--- src/rtl/sync_gen_pkg.sv ---
// Shared types and default sizing for the periodic sync generator.
//   sync_state_t : FSM state encoding (IDLE, RUN)
//   DEF_*        : default parameter values used by sync_pulse_gen
package sync_gen_pkg;

   typedef enum logic {
      IDLE = 1'b0,
      RUN  = 1'b1
   } sync_state_t;

   localparam int DEF_PER_W      = 32;
   localparam int DEF_COUNT_W    = 32;
   localparam int DEF_PULSE_W    = 1;
   localparam int DEF_MIN_PERIOD = 2;

endpackage

--- src/rtl/sync_edge_det.sv ---
// Rising-edge detector with a registered copy of its input.
//   user_clk   in  : clock
//   user_rst_n in  : synchronous active-low reset
//   d          in  : level to watch
//   rise       out : d & ~d_registered (high in the first cycle d is seen high)
module sync_edge_det (
   input  logic user_clk,
   input  logic user_rst_n,
   input  logic d,
   output logic rise
);

   logic d_q;

   always_ff @(posedge user_clk) begin
      if (!user_rst_n) d_q <= 1'b0;
      else             d_q <= d;
   end

   assign rise = d & ~d_q;

endmodule

--- src/rtl/sync_pulse_gen.sv ---
// Programmable periodic sync generator.
//   user_clk    in  : single clock
//   user_rst_n  in  : synchronous active-low reset
//   sync_period in  : interval in cycles (software register)
//   arm         in  : rising edge starts, low stops
//   ext_sync    in  : external realign pulse
//   sync_out    out : registered sync pulse, PULSE_W cycles high
//   sync_count  out : pulses since last arm, wraps
//   running     out : high while in RUN
//
// state | meaning
// ------+---------------------------------------------------------
// IDLE  | stopped; waits for an arm rising edge with a legal period
// RUN   | interval timer active, one pulse at the start of each interval
module sync_pulse_gen
   import sync_gen_pkg::*;
#(
   parameter int PER_W      = DEF_PER_W,
   parameter int COUNT_W    = DEF_COUNT_W,
   parameter int PULSE_W    = DEF_PULSE_W,
   parameter int MIN_PERIOD = DEF_MIN_PERIOD
) (
   input  logic               user_clk,
   input  logic               user_rst_n,
   input  logic [PER_W-1:0]   sync_period,
   input  logic               arm,
   input  logic               ext_sync,
   output logic               sync_out,
   output logic [COUNT_W-1:0] sync_count,
   output logic               running
);

   localparam int              PT_W    = (PULSE_W > 1) ? $clog2(PULSE_W) : 1;
   localparam logic [PT_W-1:0] PT_LOAD = PT_W'(PULSE_W - 1);
   localparam logic [PER_W-1:0] MIN_PER = PER_W'(MIN_PERIOD);

   generate
      if (PULSE_W < 1 || PULSE_W >= MIN_PERIOD) begin : g_bad_pulse_w
         $error("sync_pulse_gen: PULSE_W must satisfy 1 <= PULSE_W < MIN_PERIOD");
      end
   endgenerate

   sync_state_t        state, state_nxt;
   logic [PER_W-1:0]   tmr, tmr_nxt;
   logic [PT_W-1:0]    pt, pt_nxt;
   logic               sync_out_nxt;
   logic [COUNT_W-1:0] count_nxt;
   logic               arm_rise;
   logic               period_ok;

   sync_edge_det u_arm_edge (
      .user_clk   (user_clk),
      .user_rst_n (user_rst_n),
      .d          (arm),
      .rise       (arm_rise)
   );

   assign period_ok = (sync_period >= MIN_PER);

   // tmr is the interval down-counter: loaded with period-1 on the pulse
   // cycle, next interval starts when it reaches zero. The live sync_period is
   // only sampled at an interval start, so mid-interval writes wait their turn.
   // pt counts the remaining extra high cycles of the pulse; since
   // PULSE_W < MIN_PERIOD it always drains before the interval ends.
   always_comb begin
      state_nxt    = state;
      tmr_nxt      = tmr;
      pt_nxt       = pt;
      sync_out_nxt = 1'b0;
      count_nxt    = sync_count;
      case (state)
         IDLE: begin
            if (arm_rise) begin
               if (period_ok) begin
                  state_nxt    = RUN;
                  tmr_nxt      = sync_period - PER_W'(1);
                  pt_nxt       = PT_LOAD;
                  sync_out_nxt = 1'b1;
                  count_nxt    = COUNT_W'(1);
               end else begin
                  count_nxt = '0;
               end
            end
         end
         RUN: begin
            if (!arm) begin
               state_nxt = IDLE;
               tmr_nxt   = '0;
               pt_nxt    = '0;
            end else if (ext_sync || tmr == '0) begin
               // wrap and realign share one path so a coincident pair counts once
               if (period_ok) begin
                  tmr_nxt      = sync_period - PER_W'(1);
                  pt_nxt       = PT_LOAD;
                  sync_out_nxt = 1'b1;
                  count_nxt    = sync_count + COUNT_W'(1);
               end else begin
                  state_nxt = IDLE;
                  tmr_nxt   = '0;
                  pt_nxt    = '0;
               end
            end else begin
               tmr_nxt      = tmr - PER_W'(1);
               sync_out_nxt = (pt != '0);
               if (pt != '0) pt_nxt = pt - PT_W'(1);
            end
         end
         default: state_nxt = IDLE;
      endcase
   end

   always_ff @(posedge user_clk) begin
      if (!user_rst_n) begin
         state      <= IDLE;
         tmr        <= '0;
         pt         <= '0;
         sync_out   <= 1'b0;
         sync_count <= '0;
         running    <= 1'b0;
      end else begin
         state      <= state_nxt;
         tmr        <= tmr_nxt;
         pt         <= pt_nxt;
         sync_out   <= sync_out_nxt;
         sync_count <= count_nxt;
         running    <= (state_nxt == RUN);
      end
   end

endmodule
--- config.mk ---
export PLATFORM = sky130hd
export DESIGN_NAME = sync_pulse_gen
export DESIGN_NICKNAME = d
export VERILOG_FILES = /design/src/rtl/sync_gen_pkg.sv /design/src/rtl/sync_edge_det.sv /design/src/rtl/sync_pulse_gen.sv
export SDC_FILE = /design/constraint.sdc
export NUM_CORES = 1
export LEC_CHECK = 0
export BUFFER_PORTS_ARGS = -buffer_cell sky130_fd_sc_hd__buf_2
export CAP_MARGIN = 40
export CORE_UTILIZATION = 35
export DETAILED_ROUTE_END_ITERATION = 10
export PLACE_DENSITY = 0.58
export SETUP_SLACK_MARGIN = 0.02
export SLEW_MARGIN = 20
export SYNTH_ARGS = -nofsm -noshare
export SYNTH_HDL_FRONTEND = slang
export SYNTH_SLANG_ARGS = --single-unit
--- constraint.sdc ---
create_clock -name user_clk -period 4.85 [get_ports user_clk]
set_input_delay 0.97 -clock user_clk [delete_from_list [all_inputs] [get_ports user_clk]]
set_output_delay 0.97 -clock user_clk [all_outputs]
set_load 0.01 [all_outputs]
Word-level counts from Yosys, hierarchy flattened
Cells that the tools add are included.
{"block": "classes", "mux": 26, "n_lt_le_gt_ge": 1, "reduce_logical": 4, "add_sub_neg": 4, "eq_ne": 5, "bitwise_logic": 3}
{"op": "$mux 32", "n": 9}
{"op": "$pmux 32 s2", "n": 2}
{"op": "$sub 32x1->32 const B", "n": 2}
{"op": "$add 32x1->32 const B", "n": 1}
{"op": "$ge 32x2->1 const B", "n": 1}
{"op": "$logic_not 32->1", "n": 1}
{"op": "$mux 1", "n": 12}
{"op": "$ne 2x2->1 const B", "n": 3}
{"op": "$pmux 1 s2", "n": 3}
{"op": "$ne 2x1->1 const B", "n": 2}
{"op": "$reduce_and 4->1", "n": 1}
{"op": "$not 1->1", "n": 2}
{"op": "$reduce_and 2->1", "n": 1}
{"op": "$and 1x1->1", "n": 1}
{"op": "$logic_or 1x1->1", "n": 1}
{"op": "$sub 1x1->1 const B", "n": 1}
{"block": "totals", "ff_bits": 68, "input_bits": 36, "out_inout_bits": 34, "wordCells": 49}

Logic depth before layout (Yosys ltp)
Gate-level depths: netlist of run 1.
{"block": "logic_depth", "ltp_word": 5, "depth_mapped": 10, "depth_no_buf": 8}

Modules after synthesis
Synthesis of run 1 repeated with hierarchy kept, for this count alone.
{"block": "hier_totals", "cells_unflattened": 558, "area_unflattened_um2": 4330.4}
{"mod": "sync_pulse_gen", "instances": 1, "cells_per_inst": 555, "seq_area_each_um2": 1321.3, "area_each_um2": 4290.4}
{"mod": "sync_edge_det", "instances": 1, "cells_per_inst": 3, "seq_area_each_um2": 20.0, "area_each_um2": 40.0}

Worst setup path before layout of run 1
No wires, ideal clock.
{"block": "synth_path", "path_type": "input to register", "from": "input port sync_period[6]", "to": "register sync_count[29]", "required_ns": 4.735, "path_slack_ns": 1.418, "arrival_time_ns": 3.318, "stages": 9, "path_buffers": 3, "setup_time_ns": 0.115, "path_cell_list": "or4_1 clkbuf_1 nand2b_1 or4_1 a31oi_2 buf_2 buf_4 nor3_1 o21a_1"}
{"block": "synth_between", "elab_chain_cells": 3}
{"element": "start: declaration", "line_no": "sync_pulse_gen.sv:25", "source": "input logic [PER_W-1:0] sync_period,"}
{"element": "$ge 32x2->1", "line_no": "sync_pulse_gen.sv:58", "source": "assign period_ok = (sync_period >= MIN_PER);"}
{"element": "$ne 2x1->1 (no source line)"}
{"element": "$reduce_and 4->1 (no source line)"}
{"element": "end signal: assignment", "line_no": "sync_pulse_gen.sv:125", "source": "sync_count <= count_nxt;"}
{"element": "end: declaration", "line_no": "sync_pulse_gen.sv:29", "source": "output logic [COUNT_W-1:0] sync_count,"}
No other way between the ends.
A chain may end at the register's enable or synchronous reset.

Worst setup path in the final report of run 1
{"block": "layout_path", "from": "input port sync_period[6]", "to": "register tmr[12]"}
{"block": "layout_between", "elab_chain_cells": 5, "word_cells_on_any_way": 10, "cone_classes": "add/sub: 1; order compare: 1; eq/ne: 1; mux: 6; reduce/logical: 1"}
{"element": "$sub 32x1->32 / $ge 32x2->1 (equally long branches)", "line_no": "sync_pulse_gen.sv:76, sync_pulse_gen.sv:93, sync_pulse_gen.sv:58"}
{"element": "$mux 32", "line_no": "sync_pulse_gen.sv:92", "source": "if (period_ok) begin"}
{"element": "$mux 32", "line_no": "sync_pulse_gen.sv:90", "source": "end else if (ext_sync || tmr == '0) begin"}
{"element": "$mux 32", "line_no": "sync_pulse_gen.sv:86", "source": "if (!arm) begin"}
{"element": "$pmux 32 s2", "line_no": "sync_pulse_gen.sv:71", "source": "case (state)"}
{"element": "end signal: assignment", "line_no": "sync_pulse_gen.sv:122", "source": "tmr <= tmr_nxt;"}
{"element": "end: declaration", "line_no": "sync_pulse_gen.sv:44", "source": "logic [PER_W-1:0] tmr, tmr_nxt;"}
Several ways; a longest one is shown, not always the timed one. The select of a mux whose other input is x is not followed.

==> qor.yml, run 1 <==
outcome: "complete, no violations"
die_area_um2: 12840
layout-drive-gt1-share: 0.1627
cts.reportedPaths.clkPinSlew_ps: 60
grt_pass1_wl_mm: 22.34
critPathKind: "primary input to register"
syn-cell-area_um2: 4338
root_buffer: "clkbuf_16"
max_slew_margin: 0.4232
postCtsSetupBuffers: 0
finalHoldViolCount: 0
cpLargestDelayFamily: "simple AND/OR/NAND/NOR gates"
rsz0062_at_grt: "false"
htree_levels: 3
gp_congestion: 0.8898
clock_path_buffers: 2
place_hpwl_mm: 9.840
cp-start-kind: "primary input"
syn_nets: 610
die_w_um: 113.3
portBuffers: 69
slowest_stage: "or4_1"
finalSetupTns_ps: 0
netlist_instances: 569
grt_overflow: 0
drcViolationCount: 0
grt_pass1_vias: 4517
async_flop_share: 0
drt_iter0_drc: 412
cpPeakStageDelay_ps: 680
holdCritPathClass: "register to register"
fmax_ghz: 0.2748
die_h_um: 113.3
wl_per_cell_um: 16.96
cap_viol_max_count: 0
yosys_warnings: 0
power_leakage_nw: 1.858
finClkSkew_ps: 5.607
layout_min_cycle_time_ps: 3639
dr.pass1.iters: 5
layout.nets: 670
cts.sinks: 67
critPathCaptureType: "register"
core_area_um2: 12060
grtUsageTotal: 0.2162
cp_data_required_time_ps: 5070
cts_made_buffers: 9
hold_buffers: 0
peakVddDrop_v: 0.0001750
drv_slew: 0
crit_arrival_ps: 3860
drt_wl_total_mm: 13.58
crit_chain: "buf_2 > or4_1 > nand2b_1 > nor4_2 > a211o_1 > inv_1 > a221o_1"
yosysSeqAreaShare: 0.3092
cts-resized-gates: 0
max_slew.worst_pin.slew_ps: 857.4
r2r_setup_slack_ps: 1290
rows: 40
vias: 4800
fin_crit_sh: 0.7504
clk_latency_ps: 340
setup_viol: 0
worst-path-buf-inv: 2
routed_via_density: 5.993
path_max_fanout: 20
grt_max_degree: 27
synth.avg_cell_area_um2: 7.624
ioPinCount: 70
power_density_nw_per_um2: 281.7
antenna_found_initial: 0
cts_tree: "done"
n_antenna_cell: 0
syn_to_final_growth_pct: 18.29
start_util: 0.3596
yosysUniqueCellTypes: 62
synth_edf_count: 0
final_antenna_net_count: 0
holdWs_ps: 449.6
ys_ff_latch: 67
ys_dominant_reg_cell: "dfxtp_1"
-- synth_stat cells, types with 6 or more instances --
cell type,n,share of area
o21ai_0,34,0.039
xnor2_1,16,0.032
nand3_1,25,0.029
dfxtp_1,67,0.31
clkbuf_1,24,0.021
o211ai_1,8,0.014
nand2b_1,6,0.0087
o31ai_1,14,0.024
nor4_1,23,0.033
a211o_1,6,0.012
nand4_1,16,0.023
or3_1,22,0.032
xor2_1,12,0.024
nand2_1,41,0.035
nor2_1,40,0.035
inv_1,22,0.019
or4_1,20,0.035
a31oi_1,8,0.012
a21oi_1,38,0.044
nor3_1,33,0.038
-- cell families (layout without fill, tap and decap cells) --
kind of cell	Yosys count	count (layout)	synth area share
xor+xnor	28	28	0.05653
simple gates	255	255	0.3190
compound gates	162	162	0.2538
buf+inv	52	116	0.04702
fa+ha+maj	5	5	0.01442
flops	67	67	0.3092
-- state kept, by name, summed over array words and instances (netlist names) --
signal	cells
sync_out	1
u_arm_edge.d_q	1
tmr	32
state	1
sync_count	32
-- metal layers --
metal	track usage	routed length [um]	up-vias
met2	0.3542	6431	140
met1	0.2784	6163	2322
met4	0.08772	252	0
met3	0.04231	735	24
li1	-	-	2314
met5	0	0	-
-- power by group --
group | internal, W | switching [W] | leakage [nW]
registers | 0.000572 | 0.0000235 | 0.546
clock network | 0.000346 | 0.000257 | 0.125
logic | 0.0000869 | 0.000160 | 1.19
-- cells in the final DEF, fill, tap and decap left out, drive strengths merged, types with 3 or more instances in the layout --
| master | count |
|---|---|
| a211o | 6 |
| a211oi | 3 |
| a21o | 4 |
| a21oi | 38 |
| a221o | 3 |
| a31oi | 9 |
| a32oi | 3 |
| and2 | 5 |
| and3 | 5 |
| and4 | 3 |
| buf | 78 |
| clkbuf | 10 |
| clkinv | 4 |
| dfxtp | 67 |
| ha | 5 |
| inv | 22 |
| nand2 | 41 |
| nand2b | 6 |
| nand3 | 25 |
| nand4 | 16 |
| nand4b | 3 |
| nor2 | 40 |
| nor3 | 33 |
| nor4 | 24 |
| o211a | 3 |
| o211ai | 8 |
| o21a | 4 |
| o21ai | 35 |
| o22ai | 5 |
| o31ai | 14 |
| o32ai | 4 |
| o41ai | 6 |
| or2 | 4 |
| or3 | 22 |
| or4 | 21 |
| xnor2 | 16 |
| xor2 | 12 |
-- worst paths after layout --
kind                   startpoint                     endpoint  depth (start not counted)
min reg2reg  tmr[20]$_SDFFE_PN0P_         tmr[20]$_SDFFE_PN0P_                          1
max reg2reg   tmr[4]$_SDFFE_PN0P_  sync_count[24]$_SDFFE_PN0P_                          6
min          tmr[20]$_SDFFE_PN0P_         tmr[20]$_SDFFE_PN0P_                          1
max                sync_period[6]         tmr[12]$_SDFFE_PN0P_                          7
-- worst reg2reg max path, cell delays in order, from the launching register on --
cell,delay [ps]
dfxtp_1,360
nor4_1,730
nand4_1,360
o41a_1,650
o31a_1,640
or4_1,600
a21oi_1,140
-- metrics by stage --
| step | instance area (um^2) | power, W | utilization | cells | setup WS (ps) |
|---|---|---|---|---|---|
| after floorplan | 4338 | 0.0007624 | - | 569 | 1418 |
| after global placement | 4821 | 0.0008376 | 0.3997 | 783 | 1021 |
| after detailed placement | 4861 | 0.0008474 | 0.4030 | 786 | 901.2 |
| after CTS | 5131 | 0.001447 | 0.4254 | 801 | 1249 |
| after global routing | 5131 | 0.001504 | 0.4254 | 801 | 950.7 |
| final | 5131 | 0.001446 | 0.4254 | 801 | 1211 |
-- cell type report --
| type | count | area, um^2 |
|---|---|---|
| clock buffers | 10 | 229.0 |
| clock inverters | 5 | 41.29 |
| fillers | 1263 | 6930 |
| inverters | 23 | 86.33 |
| multi-input cells | 450 | 2793 |
| flip-flops and latches | 67 | 1341 |
| well taps | 168 | 210.2 |
| repair buffers | 78 | 430.4 |
(Power assumes the default switching activity.)
==> inputs of run 2 (changes only) <==
--- a/config.mk
+++ b/config.mk
@@ -5,11 +5,12 @@
 export SDC_FILE = /design/constraint.sdc
 export NUM_CORES = 1
 export LEC_CHECK = 0
+export ABC_AREA = 1
 export BUFFER_PORTS_ARGS = -buffer_cell sky130_fd_sc_hd__buf_2
 export CAP_MARGIN = 40
 export CORE_UTILIZATION = 35
 export DETAILED_ROUTE_END_ITERATION = 10
-export PLACE_DENSITY = 0.58
+export PLACE_DENSITY = 0.59
 export SETUP_SLACK_MARGIN = 0.02
 export SLEW_MARGIN = 20
 export SYNTH_ARGS = -nofsm -noshare
==> constraint.sdc (replaced) <==
create_clock -name user_clk -period 3.1 [get_ports user_clk]
set_input_delay 0.62 -clock user_clk [delete_from_list [all_inputs] [get_ports user_clk]]
set_output_delay 0.62 -clock user_clk [all_outputs]
set_load 0.01 [all_outputs]
==> run 2 against run 1 <==
  * Non-clock buffer count fell by 4
  * Critical path type is now register to register
  * Final cell count rose by 57%
  * Critical endpoint is now tmr[19]$_SDFFE_PN0P_
  * Clock skew barely moved
  * Highest routed layer unchanged
  * Die area rose by 31%
  * Routed wire length rose by 31%
  * Largest cell class unchanged
  * Via count rose by 29%
  * Critical path depth rose by 4
  * Sequential share of layout area fell by 5.6 points
  * Synthesized area rose by 31%
==> qor.yml, run 2 <==
outcome: "complete, no violations"
finalSetupTns_ps: 0  # unchanged
fmax_ghz: 0.4020
setup_viol: 0  # unchanged
holdWs_ps: 499.6  # +49.99 ps
hold_buffers: 0  # unchanged
yosys_warnings: 0  # unchanged
cts-resized-gates: 0  # unchanged
async_flop_share: 0  # unchanged
dr.pass1.iters: 5  # unchanged
rsz0062_at_grt: "false"
layout-drive-gt1-share: 0.1438  # -0.01890
final_common_cell: "nand2_1"
n_antenna_cell: 0  # unchanged
syn_to_final_growth_pct: 14.36
synth_top_area_share: 0.2354  # -0.07380
routed_via_density: 4.926  # -18%
synth_top_cell_by_area: "dfxtp_1"
critPathCaptureType: "register"
top_layer_used: "met4"
finalHoldViolCount: 0  # unchanged
wl_per_cell_um: 14.08  # -17%
die_h_um: 129.6  # +14%
start_util: 0.3587  # -0.0009516
grt_pass1_vias: 5535  # +23%
netlist_instances: 976  # +72%
yosysMostFrequentCell: "nand2_1"
antenna_found_initial: 0  # unchanged
core_area_um2: 15890  # +32%
portBuffers: 69  # unchanged
rows: 46  # +15%
yosysUniqueCellTypes: 38  # -39%
die_area_um2: 16790  # +31%
ys_dominant_reg_cell: "dfxtp_1"
cts.sinks: 67  # unchanged
grt_max_degree: 37  # +37%
max_slew.worst_pin.slew_ps: 724.6  # -132.8 ps
final_util: 0.4102  # -0.01521
finalPower_w: 0.002743  # +90%
place_hpwl_mm: 13.70  # +39%
r2r_setup_slack_ps: 610  # -680 ps
ys_ff_latch: 67  # unchanged
drcViolationCount: 0  # unchanged
drt_wl_total_mm: 17.73  # +31%
final_cell_mix: "nand2_1, nor2_1, inv_1"
power_leakage_nw: 2.784  # +50%
syn_nets: 1017  # +67%
cts_made_buffers: 9  # unchanged
drt_iter0_drc: 510  # +24%
drv_slew: 0  # unchanged
final_antenna_net_count: 0  # unchanged
ioPinCount: 70  # unchanged
path_max_fanout: 11  # -45%
cp_data_required_time_ps: 3370  # -1700 ps
gp_congestion: 0.9082  # +2.1%
synth.avg_cell_area_um2: 5.838  # -23%
grt_pass1_wl_mm: 28.55  # +28%
postCtsSetupBuffers: 0  # unchanged
fin_crit_sh: 0.8025
die_w_um: 129.6  # +14%
root_buffer: "clkbuf_16"
grt_overflow: 0  # unchanged
max_slew_margin: 0.5164  # +0.09326
syn-cell-area_um2: 5698  # +31%
final_cell_area_um2: 6516  # +27%
crit_arrival_ps: 2760  # -1100 ps
synth_edf_count: 0  # unchanged
yosysSeqAreaShare: 0.2354  # -0.07380
htree_levels: 3  # unchanged
holdCritPathClass: "primary input to register"
synthTopCellsByArea: "dfxtp_1, nand2_1, nor2_1"
clock_path_buffers: 2  # unchanged
wl_met2_mm: 7.622  # +19%
vias: 6202  # +29%
met1_length_mm: 8.969  # +46%
cts.reportedPaths.clkPinSlew_ps: 60  # about the same
grtUsageTotal: 0.2200  # +0.003792
power_density_nw_per_um2: 420.9  # +49%
critPathKind: "register to register"
layout.nets: 1079  # +61%
peakVddDrop_v: 0.0002793  # +60%
reg_top3: "sync_count (32), tmr (32)"
clk_latency_ps: 350  # about the same
cts_tree: "done"
finClkSkew_ps: 5.225  # -0.3824 ps
cap_viol_max_count: 0  # unchanged
wl_met3_um: 839  # +14%
layout_min_cycle_time_ps: 2488
place_area_um2: 6181  # +27%
cp-start-kind: "register"
synth_common_cells: "nand2_1, nor2_1, inv_1, dfxtp_1, nand3_1"
run 2: cell type report:
class | instances | area (um^2)
fillers | 1789 | 9369
multi-input cells | 795 | 3825
flip-flops and latches | 67 | 1341
repair buffers | 74 | 395.4
inverters | 91 | 349.1
well taps | 216 | 270.3
clock buffers | 11 | 252.7
clock inverters | 5 | 82.58
run 2: final timing paths:
check                               from                          end  depth (start not counted)
max                  tmr[0]$_SDFFE_PN0P_         tmr[19]$_SDFFE_PN0P_                         11
max reg2reg          tmr[0]$_SDFFE_PN0P_         tmr[19]$_SDFFE_PN0P_                         11
min                                  arm    u_arm_edge.d_q$_SDFF_PN0_                          3
min reg2reg  sync_count[31]$_SDFFE_PN0P_  sync_count[31]$_SDFFE_PN0P_                          2
run 2: metrics by stage:
stage	std cells	setup slack, ps
global route	1259	397.1
floorplan	976	1162
finish	1259	612.2
CTS	1259	672.8
global placement	1243	522.8
detailed placement	1243	545.9
run 2: routing by layer:
metal / global-route usage / vias to the layer above
met2: 0.3328 / 151
met1: 0.3188 / 2808
met4: 0.07661 / 0
li1: - / 3224
met3: 0.02725 / 19
met5: 0 / -
run 2: report_power, final:
group,total [W],switching [W],internal (W)
clock network,0.00119,0.000434,0.000753
logic,0.000614,0.000422,0.000192
registers,0.000942,0.0000446,0.000898
run 2: cells by family (layout without fill, tap and decap cells):
kind of cell / after synthesis / after routing / synth area share
buffers and inverters: 114 / 181 / 0.09332
AO/OA/AOI/OAI: 94 / 94 / 0.09706
XOR/XNOR: 44 / 44 / 0.06763
flip-flops: 67 / 67 / 0.2354
AND/OR/NAND/NOR: 652 / 652 / 0.4956
adder cells (fa/ha/maj): 5 / 5 / 0.01098
run 2: critical path, stage by stage (launching register included):
cell and delay, ps:
dfxtp_1 360, inv_1 100, ha_1 200, nand2_1 80, nor2_1 60, nand2_2 100
nor2_1 50, nor2_1 540, nand2_1 430, o21ai_0 310, nand3_1 100, o21ai_0 80
==> inputs of run 3 (changes only) <==
--- a/config.mk
+++ b/config.mk
@@ -5,12 +5,12 @@
 export SDC_FILE = /design/constraint.sdc
 export NUM_CORES = 1
 export LEC_CHECK = 0
-export ABC_AREA = 1
+export ABC_AREA = 0
 export BUFFER_PORTS_ARGS = -buffer_cell sky130_fd_sc_hd__buf_2
 export CAP_MARGIN = 40
 export CORE_UTILIZATION = 35
 export DETAILED_ROUTE_END_ITERATION = 10
-export PLACE_DENSITY = 0.59
+export PLACE_DENSITY = 0.58
 export SETUP_SLACK_MARGIN = 0.02
 export SLEW_MARGIN = 20
 export SYNTH_ARGS = -nofsm -noshare
==> constraint.sdc (replaced) <==
create_clock -name user_clk -period 2.55 [get_ports user_clk]
set_input_delay 0.51 -clock user_clk [delete_from_list [all_inputs] [get_ports user_clk]]
set_output_delay 0.51 -clock user_clk [all_outputs]
set_load 0.01 [all_outputs]
==> run 3 against run 2 <==
  * The flow now finishes with violations (setup timing)
  * Design area up 2.8%
  * Sequential power increased by 19%
  * Critical path depth shrank 3
  * Fmax is 10% lower
  * Final cell count down 26%
  * Non-clock buffer count is 133 higher
  * Via count decreased by 15%
  * Clock-buffer cell count is 1 lower
  * Hold slack worse by 42 ps
  * Largest cell class unchanged
==> qor.yml, run 3 (same netlist as run 1, synthesis figures left out) <==
routed_via_density: 5.636  # +14%
place_hpwl_mm: 10.98  # -20%
peakVddDrop_v: 0.0003483  # +25%
final_cell_mix: "buf_4, buf_2, dfxtp_1"
ioPinCount: 70  # unchanged
cp-start-kind: "register"
worst_r2r_path_depth: 8  # -3
die_w_um: 113.3  # -13%
place_area_um2: 5744  # -7.1%
crit_start: "tmr[25]$_SDFFE_PN0P_"
grt_pass1_vias: 4892  # -12%
layout.nets: 799  # -26%
dr.pass1.iters: 5  # unchanged
max_slew.worst_pin.slew_ps: 813.6  # +88.98 ps
clk_latency_ps: 340  # about the same
final_cell_area_um2: 6696  # +2.8%
place_worst_setup_slack_ps: -333.3  # -879.2 ps
drv_slew: 0  # unchanged
cts_tree: "done"
cts.reportedPaths.clkPinSlew_ps: 60  # about the same
cap_viol_max_count: 0  # unchanged
htree_levels: 3  # unchanged
grt_pass1_wl_mm: 23.97  # -16%
drcViolationCount: 0  # unchanged
finalHoldViolCount: 0  # unchanged
finClkSkew_ps: 8.354  # +3.129 ps
cts.sinks: 67  # unchanged
grt-busiest-layer: "met2"
rows: 40  # -13%
setup_viol: 40  # +40
hold_buffers: 0  # unchanged
clock_path_buffers: 2  # unchanged
fmax_ghz: 0.3601  # -10%
layout-drive-gt1-share: 0.3919  # +0.2481
holdCritPathClass: "register to register"
critPathKind: "register to register"
reg_top3: "sync_count (32), tmr (32)"
cp_data_required_time_ps: 2820  # -550 ps
vias: 5247  # -15%
drt_wl_total_mm: 15.36  # -13%
antenna_found_initial: 0  # unchanged
grt_overflow: 0  # unchanged
rr_startpoint: "tmr[25]$_SDFFE_PN0P_"
n_antenna_cell: 0  # unchanged
cpPeakStageDelay_ps: 460  # -80 ps
wl_per_cell_um: 16.49  # +17%
core_area_um2: 12060  # -24%
syn_to_final_growth_pct: 54.37
crit_chain: "or3_4 > or4_4 > o41a_1 > o31a_1 > buf_4 > clkbuf_16 > or3_1 > a21oi_1"
die_h_um: 113.3  # -13%
rsz0062_at_grt: "true"
crit_arrival_ps: 3050  # +290 ps
path_max_fanout: 11  # unchanged
gp_congestion: 0.9127  # +0.50%
grtUsageMet3: 0.03214  # +0.004887
crit_path_end: "sync_count[4]$_SDFFE_PN0P_"
fin_crit_sh: 1.089  # +0.2866
layout_min_cycle_time_ps: 2777  # +289.6 ps
rr_endpoint: "sync_count[4]$_SDFFE_PN0P_"
slowest_stage: "or4_4"
max_slew_margin: 0.4526  # -0.06380
portBuffers: 69  # unchanged
grt_max_degree: 29  # -22%
power_density_nw_per_um2: 458.4  # +8.9%
r2r_setup_slack_ps: -230  # -840 ps
power_leakage_nw: 2.633  # -5.4%
final_common_cell: "buf_4"
start_util: 0.3596  # +0.0009516
gr-usage-met1: 0.2973  # -0.02153
outcome: "complete, but fails checks"
grtUsageTotal: 0.2384  # +0.01841
cts_made_buffers: 9  # unchanged
die_area_um2: 12840  # -24%
final_antenna_net_count: 0  # unchanged
use_met2: 0.4115  # +0.07864
violations: "setup timing"
critPathCaptureType: "register"
nFillCells: 1101  # -38%
drt_iter0_drc: 293  # -43%
setup_ws_ps: -227.4  # -839.6 ps
root_buffer: "clkbuf_16"
[run 3: cell types whose count changed in the layout (fill, tap and decap cells not counted), moves of 12 or more]
cell,change
nor4_1,+16
nand2_2,-12
buf_6,+23
inv_1,-69
nand3_1,-42
xor2_1,-21
nor2_2,-12
nand2_1,-276
nor3_1,+20
buf_4,+102
or3_1,+16
o31ai_1,+12
nor2_1,-145
[run 3: layer usage]
metal,share of wire,wire length (um)
met3,0.038,584
met1,0.45,6905
met2,0.49,7538
met4,0.021,327
met5,0,0
[run 3: layout make-up]
class                           instances  area [um^2]  share of cell area
Sequential cell                        67         1345              0.2009
Clock buffer                           10        239.0             0.03569
Timing Repair Buffer                  207         1578              0.2356
Inverter                               23        88.84             0.01327
Clock inverter                          6        41.29            0.006166
Tap cell                              168        210.2             0.03139
Multi-Input combinational cell        450         3194              0.4770
[run 3: report_power, final]
part | leakage (nW) | internal [W] | switching [W]
clock network | 0.130 | 0.000682 | 0.000497
registers | 0.547 | 0.00109 | 0.0000315
logic | 1.96 | 0.000371 | 0.000399
total | 2.63 | 0.00214 | 0.000927
[run 3: how the worst min path moves through the flow]
stage / end / slack (ps) / depth (start not counted) / from
floorplan: tmr[20]$_SDFFE_PN0P_ / 420 / 1 / tmr[20]$_SDFFE_PN0P_
global placement: tmr[20]$_SDFFE_PN0P_ / 430 / 1 / tmr[20]$_SDFFE_PN0P_
detailed placement: tmr[20]$_SDFFE_PN0P_ / 440 / 1 / tmr[20]$_SDFFE_PN0P_
CTS: tmr[20]$_SDFFE_PN0P_ / 450 / 1 / tmr[20]$_SDFFE_PN0P_
global route: tmr[20]$_SDFFE_PN0P_ / 480 / 1 / tmr[20]$_SDFFE_PN0P_
finish: tmr[20]$_SDFFE_PN0P_ / 460 / 1 / tmr[20]$_SDFFE_PN0P_
[run 3: timing repair]
action,CTS,global route
endpoints found under the setup margin,63,62
gates resized for setup,49,52
buffers inserted,22,6
gates cloned,1,1
pin swaps,41,34
[run 3: worst max-delay path, delay by kind of cell, from the launching register on]
kind | cells | cell delay [ps]
flops | 1 | 320
simple gates | 3 | 1150
compound gates | 3 | 920
buf+inv | 2 | 330
[run 3: stage by stage]
| step | hold WS [ps] | util | total power [W] | cells | TNS (ps) |
|---|---|---|---|---|---|
| final | 457.9 | 0.5552 | 0.003070 | 931 | -2999 |
| after global routing | 478.8 | 0.5552 | 0.003186 | 931 | -6325 |
| after CTS | 445.3 | 0.5333 | 0.003028 | 924 | -2708 |
| after detailed placement | 436.6 | 0.4762 | 0.001757 | 886 | -11150 |
| after global placement | 429.4 | 0.4753 | 0.001746 | 885 | -9956 |
| after floorplan | 417.8 | - | 0.001468 | 569 | -4019 |
